[src/rtl/xadc_sample_ctrl.sv]
// XADC event-driven single-channel sequencer: CONVST on a fixed tick, DRP read on EOC,
// 12-bit sample presented on a valid/ready stream with sticky overrun/timeout/drop flags.
module xadc_sample_ctrl #(
  parameter int CLK_DIV = 3125,
  parameter int TIMEOUT = 255
) (
  input  logic        dclk_in,
  input  logic        resetn_in,
  input  logic        enable_in,
  input  logic        busy_in,
  input  logic        eoc_in,
  input  logic [4:0]  channel_in,
  input  logic        drdy_in,
  input  logic [15:0] do_in,
  output logic        convst_out,
  output logic        den_out,
  output logic        dwe_out,
  output logic [6:0]  daddr_out,
  output logic [15:0] di_out,
  output logic [11:0] sample_out,
  output logic        sample_valid_out,
  input  logic        sample_ready_in,
  output logic        overrun_out,
  output logic        timeout_out,
  output logic        drop_out,
  input  logic        clear_err_in
);

  typedef enum logic [2:0] {
    S_IDLE      = 3'd0,
    S_CONV      = 3'd1,
    S_WAIT_EOC  = 3'd2,
    S_READ      = 3'd3,
    S_WAIT_DRDY = 3'd4
  } state_t;

  localparam logic [15:0] TICK_LAST = 16'(CLK_DIV - 1);
  localparam logic [9:0]  TO_LAST   = 10'(TIMEOUT - 1);

  state_t      r_state;
  state_t      w_state_nxt;
  logic [15:0] r_tick_cnt;
  logic [9:0]  r_to_cnt;
  logic        r_convst;
  logic        r_den;
  logic [6:0]  r_daddr;
  logic [11:0] r_sample;
  logic        r_valid;
  logic        r_overrun;
  logic        r_timeout;
  logic        r_drop;

  logic w_tick;
  logic w_ovr_set;
  logic w_to_set;
  logic w_latch_addr;
  logic w_capture;
  logic w_handshake;
  logic w_load;
  logic w_drop_set;

  assign w_tick      = enable_in & (r_tick_cnt == TICK_LAST);
  assign w_handshake = r_valid & sample_ready_in;
  // A capture into a full, non-draining output slot keeps the old sample.
  assign w_load      = w_capture & (~r_valid | w_handshake);
  assign w_drop_set  = w_capture & r_valid & ~w_handshake;

  // Sample-rate tick counter, held at zero while sampling is disabled.
  always_ff @(posedge dclk_in or negedge resetn_in) begin
    if (!resetn_in) begin
      r_tick_cnt <= 16'd0;
    end else if (!enable_in || (r_tick_cnt == TICK_LAST)) begin
      r_tick_cnt <= 16'd0;
    end else begin
      r_tick_cnt <= r_tick_cnt + 16'd1;
    end
  end

  // Next-state and event decode.
  always_comb begin
    w_state_nxt  = r_state;
    w_to_set     = 1'b0;
    w_latch_addr = 1'b0;
    w_capture    = 1'b0;
    w_ovr_set    = w_tick & (r_state != S_IDLE);
    case (r_state)
      S_IDLE: begin
        if (w_tick && busy_in) begin
          w_ovr_set = 1'b1;
        end else if (w_tick) begin
          w_state_nxt = S_CONV;
        end else begin
          w_state_nxt = S_IDLE;
        end
      end
      S_CONV: w_state_nxt = S_WAIT_EOC;
      S_WAIT_EOC: begin
        if (eoc_in) begin
          w_latch_addr = 1'b1;
          w_state_nxt  = S_READ;
        end else if (r_to_cnt == TO_LAST) begin
          w_to_set    = 1'b1;
          w_state_nxt = S_IDLE;
        end else begin
          w_state_nxt = S_WAIT_EOC;
        end
      end
      S_READ: w_state_nxt = S_WAIT_DRDY;
      S_WAIT_DRDY: begin
        if (drdy_in) begin
          w_capture   = 1'b1;
          w_state_nxt = S_IDLE;
        end else if (r_to_cnt == TO_LAST) begin
          w_to_set    = 1'b1;
          w_state_nxt = S_IDLE;
        end else begin
          w_state_nxt = S_WAIT_DRDY;
        end
      end
      default: w_state_nxt = S_IDLE;
    endcase
  end

  // State register plus the shared wait-state timeout counter (cleared on every state change).
  always_ff @(posedge dclk_in or negedge resetn_in) begin
    if (!resetn_in) begin
      r_state  <= S_IDLE;
      r_to_cnt <= 10'd0;
    end else begin
      r_state <= w_state_nxt;
      if (w_state_nxt != r_state) begin
        r_to_cnt <= 10'd0;
      end else if ((r_state == S_WAIT_EOC) || (r_state == S_WAIT_DRDY)) begin
        r_to_cnt <= r_to_cnt + 10'd1;
      end else begin
        r_to_cnt <= 10'd0;
      end
    end
  end

  // XADC strobes decoded from the next state so they line up with CONV/READ.
  always_ff @(posedge dclk_in or negedge resetn_in) begin
    if (!resetn_in) begin
      r_convst <= 1'b0;
      r_den    <= 1'b0;
      r_daddr  <= 7'd0;
    end else begin
      r_convst <= (w_state_nxt == S_CONV);
      r_den    <= (w_state_nxt == S_READ);
      if (w_latch_addr) begin
        r_daddr <= {2'b00, channel_in};
      end
    end
  end

  // Output stream slot.
  always_ff @(posedge dclk_in or negedge resetn_in) begin
    if (!resetn_in) begin
      r_sample <= 12'd0;
      r_valid  <= 1'b0;
    end else if (w_load) begin
      r_sample <= do_in[15:4];
      r_valid  <= 1'b1;
    end else if (w_handshake) begin
      r_valid  <= 1'b0;
    end
  end

  // Sticky error flags; a set event in the clearing cycle wins.
  always_ff @(posedge dclk_in or negedge resetn_in) begin
    if (!resetn_in) begin
      r_overrun <= 1'b0;
      r_timeout <= 1'b0;
      r_drop    <= 1'b0;
    end else begin
      r_overrun <= w_ovr_set  | (r_overrun & ~clear_err_in);
      r_timeout <= w_to_set   | (r_timeout & ~clear_err_in);
      r_drop    <= w_drop_set | (r_drop    & ~clear_err_in);
    end
  end

  assign convst_out       = r_convst;
  assign den_out          = r_den;
  assign dwe_out          = 1'b0;
  assign daddr_out        = r_daddr;
  assign di_out           = 16'h0000;
  assign sample_out       = r_sample;
  assign sample_valid_out = r_valid;
  assign overrun_out      = r_overrun;
  assign timeout_out      = r_timeout;
  assign drop_out         = r_drop;

endmodule

[config.mk]
export PLATFORM = sky130hd
export DESIGN_NAME = xadc_sample_ctrl
export DESIGN_NICKNAME = d
export VERILOG_FILES = /design/src/rtl/xadc_sample_ctrl.sv
export SDC_FILE = /design/constraint.sdc
export NUM_CORES = 1
export LEC_CHECK = 0
export CAP_MARGIN = 20
export CELL_PAD_IN_SITES_DETAIL_PLACEMENT = 0
export CELL_PAD_IN_SITES_GLOBAL_PLACEMENT = 1
export CORE_MARGIN = 3
export CORE_UTILIZATION = 36
export CTS_CLUSTER_SIZE = 20
export DETAILED_ROUTE_END_ITERATION = 16
export PLACE_DENSITY = 0.91
export SYNTH_ARGS = -nofsm -noshare
export SYNTH_HDL_FRONTEND = slang
export SYNTH_SLANG_ARGS = --single-unit
[constraint.sdc]
create_clock -name dclk_in -period 2.3 [get_ports dclk_in]
set_clock_uncertainty 0.15 [all_clocks]
set_input_delay 0.345 -clock dclk_in [delete_from_list [all_inputs] [get_ports dclk_in]]
set_output_delay 0.345 -clock dclk_in [all_outputs]
set_load 0.01 [all_outputs]
# After elaboration in Yosys (flattened, before gate mapping)
# Cells that the tools add are included.
# W data, S select, Z words.
[word_totals] register_bits=52 in_bits=29 out_inout_bits=42 elab_cells=67
[op_classes] n_addsub=2 n_eq_ne=9 muxes=22 n_bitwise=16 n_reduce_logical=7
[op_table] op="$mux W10" n=2
[op_table] op="$add A16 B1 Y16 const B" n=1
[op_table] op="$eq A16 B12 Y1 const B" n=1
[op_table] op="$mux W16" n=1
[op_table] op="$pmux W3 S5" n=1
[op_table] op="$mux W1" n=12
[op_table] op="$add A10 B1 Y10 const B" n=1
[op_table] op="$eq A10 B8 Y1 const B" n=1
[op_table] op="$and A1 B1 Y1" n=9
[op_table] op="$eq A3 B2 Y1 const B" n=3
[op_table] op="$mux W3" n=3
[op_table] op="$eq A3 B1 Y1 const B" n=2
[op_table] op="$mux W2" n=2
[op_table] op="$or A1 B1 Y1" n=4
[op_table] op="$eq A3 B3 Y1 const B" n=1
[op_table] op="$logic_not A3 Y1" n=1
[op_table] op="$ne A3 B3 Y1" n=1
[op_table] op="$not A1 Y1" n=3
[op_table] op="$reduce_bool A3 Y1" n=1
[op_table] op="$logic_or A1 B1 Y1" n=2
[op_table] op="$pmux W1 S2" n=1
[op_table] op="$reduce_bool A2 Y1" n=1
[op_table] op="$logic_and A1 B1 Y1" n=1
[op_table] op="$logic_not A1 Y1" n=1

# Longest topological paths before layout
[logic_depth] word_depth=7 ltp_mapped=6 ltp_nobuf=6

# Worst setup path after synthesis
# OpenSTA, ideal clock, no wires.
[synth_timing] path_type="register to register" start="reg r_tick_cnt[9]" end="reg r_tick_cnt[7]" setup_ps=118 arrival_time_ps=1359 t_required_ps=2032 setup_slack_ps=673 path_stages_with_launch=6 n_path_buf=1 period_less_slack_ps=1627 cell_sequence="dfrtp_1 nor4_1 nand4_1 o21ai_1 buf_4 nor2_1"
[synth_between] elab_chain_cells=3
[synth_rtl] item="from (decl)" line_no="42" text="logic [15:0] r_tick_cnt;"
[synth_rtl] item="from (signal assigned)" line_no="75" text="r_tick_cnt <= r_tick_cnt + 16'd1;"
[synth_rtl] item="$eq A16 B12 Y1" line_no="72" text="end else if (!enable_in || (r_tick_cnt == TICK_LAST)) begin"
[synth_rtl] item="$logic_or A1 B1 Y1" line_no="72"
[synth_rtl] item="$mux W16" line_no="72"
# Every way passes these cells.
# A chain may end at the register's enable or synchronous reset.

# Worst setup path in the final report
[layout_timing] start="reg r_tick_cnt[12]" end="reg r_overrun, in the netlist overrun_out"
[layout_between] elab_chain_cells=6 word_cells_on_any_way=7 classes_between="1 x eq/ne; 2 x mux; 3 x bitwise; 1 x reduce/logical"
[layout_rtl] item="$eq A16 B12 Y1 *" line_no="62" text="assign w_tick = enable_in & (r_tick_cnt == TICK_LAST);"
[layout_rtl] item="$and A1 B1 Y1 *" line_no="62"
[layout_rtl] item="$and A1 B1 Y1 or $logic_and A1 B1 Y1 (tied branches)" line_no="85, 88"
[layout_rtl] item="$mux W1" line_no="88" text="if (w_tick && busy_in) begin"
[layout_rtl] item="$mux W1 *" line_no="86" text="case (r_state)"
[layout_rtl] item="$or A1 B1 Y1 *" line_no="176" text="r_overrun <= w_ovr_set | (r_overrun & ~clear_err_in);"
[layout_rtl] item="to (signal assigned)" line_no="176"
[layout_rtl] item="to (decl)" line_no="49" text="logic r_overrun;"
# Every way passes the cells marked *; elsewhere a longest branch is shown, timed or not.

==> summary by stage <==
Clock tree
The clock tree from TritonCTS is built. The number of sinks driven by the clock tree is 52. Clock-pin slew was measured on the worst setup and hold paths at 0.10 ns. TritonCTS created 5 clock buffers. The H-tree generated during clock tree synthesis spans 2 levels. The maximum count of clock buffers along a single path is 2. The CTS root buffer is clkbuf_8. The clock reaches the later pin of the worst-skew pair after 0.31 ns.

Detailed routing
The per-cell via count in the routed design is 4.810. The total via count in the routed design is 1693. For this block, the initial DRC count from the detailed router was 77. The count of antenna-violating nets left after detailed routing is 0. After detailed routing, the average wire length per cell comes to 12.75 um. The first-pass iteration count of the detailed router is 4. Wires add up to 4488 um. After detailed routing, the number of remaining DRC violations is 0.

Power
The worst voltage drop across the vdd grid is 0.2303 mV. The leakage power figure is 0.001360 uW. The ratio of total power to cell area is 521.4 nW/um^2. Power comes to 1594 uW.

Worst setup path
On the worst path, the slowest cell contributes a delay of 0.53 ns. For this design, the slowest cell found on the critical path is or4_4. The cell class contributing the biggest share of worst-path delay is simple AND/OR/NAND/NOR gates.

Counting both buffers and inverters, the worst setup path holds a total of 0. STA puts the critical path data arrival time at 1.86 ns. The type of the worst setup path is flop to flop. STA classifies the critical path endpoint as a flop. Along the worst path, the maximum fanout reaches 4.

The worst setup path is launched from a flop. Walking the worst path, the cells encountered are nor4_1 -> nand4_1 -> or4_4 -> o2bb2ai_1. The data required time at the worst endpoint is 2.39 ns.

STA
Setup repair after global routing left no endpoint under its margin. The final hold violation count is 0. Setup violations remaining at the end of the flow were counted as 0.

The worst slew slack as a fraction of its limit is 0.6001. The total negative slack for setup checks is 0 ns. At the pin with the least slew margin, the transition time is 0.5998 ns. The max-slew violation count was 0. After layout, the minimum clock period comes to 1.767 ns. Of the available clock period, the critical path in the final layout requires 0.7684.

For this run, the top clock speed supported by timing is 0.5658 GHz.

Placed design
The detailed placer's ending HPWL is 3307 um. At the end of routability-driven placement, the weighted congestion stood at 0.7870. In this run the tool buffered the top-level ports with 47 buffer cells.

Yosys
The cell count after synthesis came out at 221. The post-synthesis average cell area is 11.06 um^2. The share of the yosys chip area belonging to registers is 0.5322. The cell area after synthesis is 2445 um^2.

During synthesis, Yosys emitted a total of 0 warnings. The fraction of synthesis flops using an asynchronous set or reset pin is 1.000. The register bit total from synthesis is 52. Yosys mapped a number of flops with a built-in enable equal to 0. The netlist uses 37 different library cells.

The most used flip-flop cell after synthesis is dfrtp_1.

Global route
The met3 demand-to-capacity share in global routing is 0.03352. The number of global-route vias before repair is 1678. The first global-routing pass estimated 7514 um of wire. The initial antenna violation count is 0. The total global-route track usage is 0.1220. For this run, global-route usage on met1 was measured as 0.1575.

The met2 track demand over resource in global routing is 0.2005. The maximum number of pins on one net before global-route repair is 29. met2 is the most crowded layer. For this run the aggregate overflow at the end of global routing stands at 0.

Layout
The area growth from synthesis to layout is 25.08%. The number of nets in the finished design is 307. The number of inserted diodes is 0. The commonest non-fill, non-tap cell in the layout is dfrtp_1.

The fraction of layout instances using a drive strength above 1 is 0.1273. Leaving out fill and tap cells, the most frequent cells in the layout are 52 x dfrtp_1, 46 x clkdlybuf4s50_1, 32 x nor2_1.

Hold path
The class of the tightest hold or removal check is flop to flop.

Die
The initial utilization of the core area, before any placement, comes to 0.3785. The floorplan step defined a die boundary enclosing 7816 um^2. The die boundary height is 88.41 um. The x dimension of the die is 88.41 um. The I/O pin total is 71. The floorplan core area is 6459 um^2. The standard-cell row count is 29.

Job
Max-cap violations in this run came to 0.

Run status
The flow ran to the end, and the final reports show no timing, DRC or antenna violations.
-- through the flow --
| step | hold WS (ns) | cells | utilization | instance area, um^2 | worst slack [ns] |
|---|---|---|---|---|---|
| CTS | 0.3517 | 352 | 0.4735 | 3058 | 0.5287 |
| global placement | 0.2241 | 343 | 0.4570 | 2952 | 0.4497 |
| floorplan | -0.1006 | 239 | - | 2512 | 0.6726 |
| global route | 0.3603 | 352 | 0.4735 | 3058 | 0.3972 |
| finish | 0.3406 | 352 | 0.4735 | 3058 | 0.5327 |
| detailed placement | 0.2336 | 343 | 0.4570 | 2952 | 0.4368 |
-- logic make-up (layout without fill, tap and decap cells) --
| logic type | count (synthesis) | after routing | share of synthesized area |
|---|---|---|---|
| AND/OR/NAND/NOR | 83 | 83 | 0.1791 |
| adder cells (fa/ha/maj) | 4 | 4 | 0.02047 |
| XOR/XNOR | 21 | 21 | 0.07523 |
| multiplexers | 17 | 17 | 0.07830 |
| AO/OA/AOI/OAI | 11 | 11 | 0.03173 |
| flip-flops | 52 | 52 | 0.5322 |
| buffers and inverters | 32 | 68 | 0.08137 |
| other | 1 | 19 | 0.001534 |
-- synth_stat cells, types with 2 or more instances --
cell | instances | area, um^2
nor2_1 | 32 | 120.1
ha_1 | 4 | 50.05
and2_1 | 2 | 12.51
nand4_1 | 12 | 75.07
xor2_1 | 16 | 140.1
xnor2_1 | 5 | 43.79
o2bb2ai_1 | 2 | 17.52
mux2_2 | 17 | 191.4
nand2_1 | 8 | 30.03
buf_2 | 3 | 15.01
nor4_1 | 2 | 12.51
nand3_1 | 8 | 40.04
and4_1 | 3 | 26.28
a21oi_1 | 2 | 10.01
inv_1 | 7 | 26.28
dfrtp_1 | 52 | 1301
or3_1 | 2 | 12.51
nand2b_1 | 4 | 25.02
and3_1 | 2 | 12.51
clkbuf_1 | 2 | 7.510
buf_4 | 20 | 150.1
-- routing by layer --
| metal | wire [um] | share of wire |
|---|---|---|
| met5 | 0 | 0 |
| met4 | 36 | 0.0080 |
| met3 | 272 | 0.061 |
| met2 | 2096 | 0.47 |
| met1 | 2083 | 0.46 |
-- power breakdown --
group / internal (uW) / total [uW] / switching (uW) / leakage, uW
Clock: 224 / 546 / 322 / 0.0000463
Combinational: 60.3 / 120 / 59.9 / 0.000595
Sequential: 922 / 929 / 6.49 / 0.000719
Total: 1210 / 1590 / 388 / 0.00136
-- repair_timing --
action                                 4_1_cts  5_1_grt
hold buffers                                 1        0
buffers inserted                             0        0
endpoints found under the hold margin       24        0
gates resized for setup                      0        0
-- sequential cells by signal (all words and copies together) (netlist names) --
name / count
sample_valid_out: 1
r_tick_cnt: 16
den_out: 1
drop_out: 1
r_state: 3
sample_out: 12
daddr_out: 5
r_to_cnt: 10
convst_out: 1
overrun_out: 1
timeout_out: 1
-- final timing paths --
check	startpoint	end	slack [ns]	depth (start not counted)
worst max register to register	r_tick_cnt[12]	overrun_out	0.53	4
min in group asynchronous	resetn_in	sample_out[5]	0.41	2
max in group asynchronous	resetn_in	daddr_out[3]	1.01	3
worst min register to register	r_tick_cnt[0]	r_tick_cnt[0]	0.34	1
worst min-delay path	r_tick_cnt[0]	r_tick_cnt[0]	0.34	1
worst max-delay path	r_tick_cnt[12]	overrun_out	0.53	4
-- worst register-to-register path, stage by stage (launching register included) --
cell       delay (ns)
dfrtp_1          0.43
nor4_1           0.29
nand4_1          0.17
or4_4            0.53
o2bb2ai_1        0.14
-- cell type report --
| cell class | instances | area [um^2] |
|---|---|---|
| Tap cell | 77 | 96.34 |
| Timing Repair Buffer | 53 | 525.5 |
| Clock buffer | 5 | 68.82 |
| Inverter | 7 | 26.28 |
| Multi-Input combinational cell | 155 | 1012 |
| Clock inverter | 3 | 27.53 |
| Fill cell | 587 | 3401 |
| Sequential cell | 52 | 1301 |
Note: power is estimated with default switching activity, not from simulation.
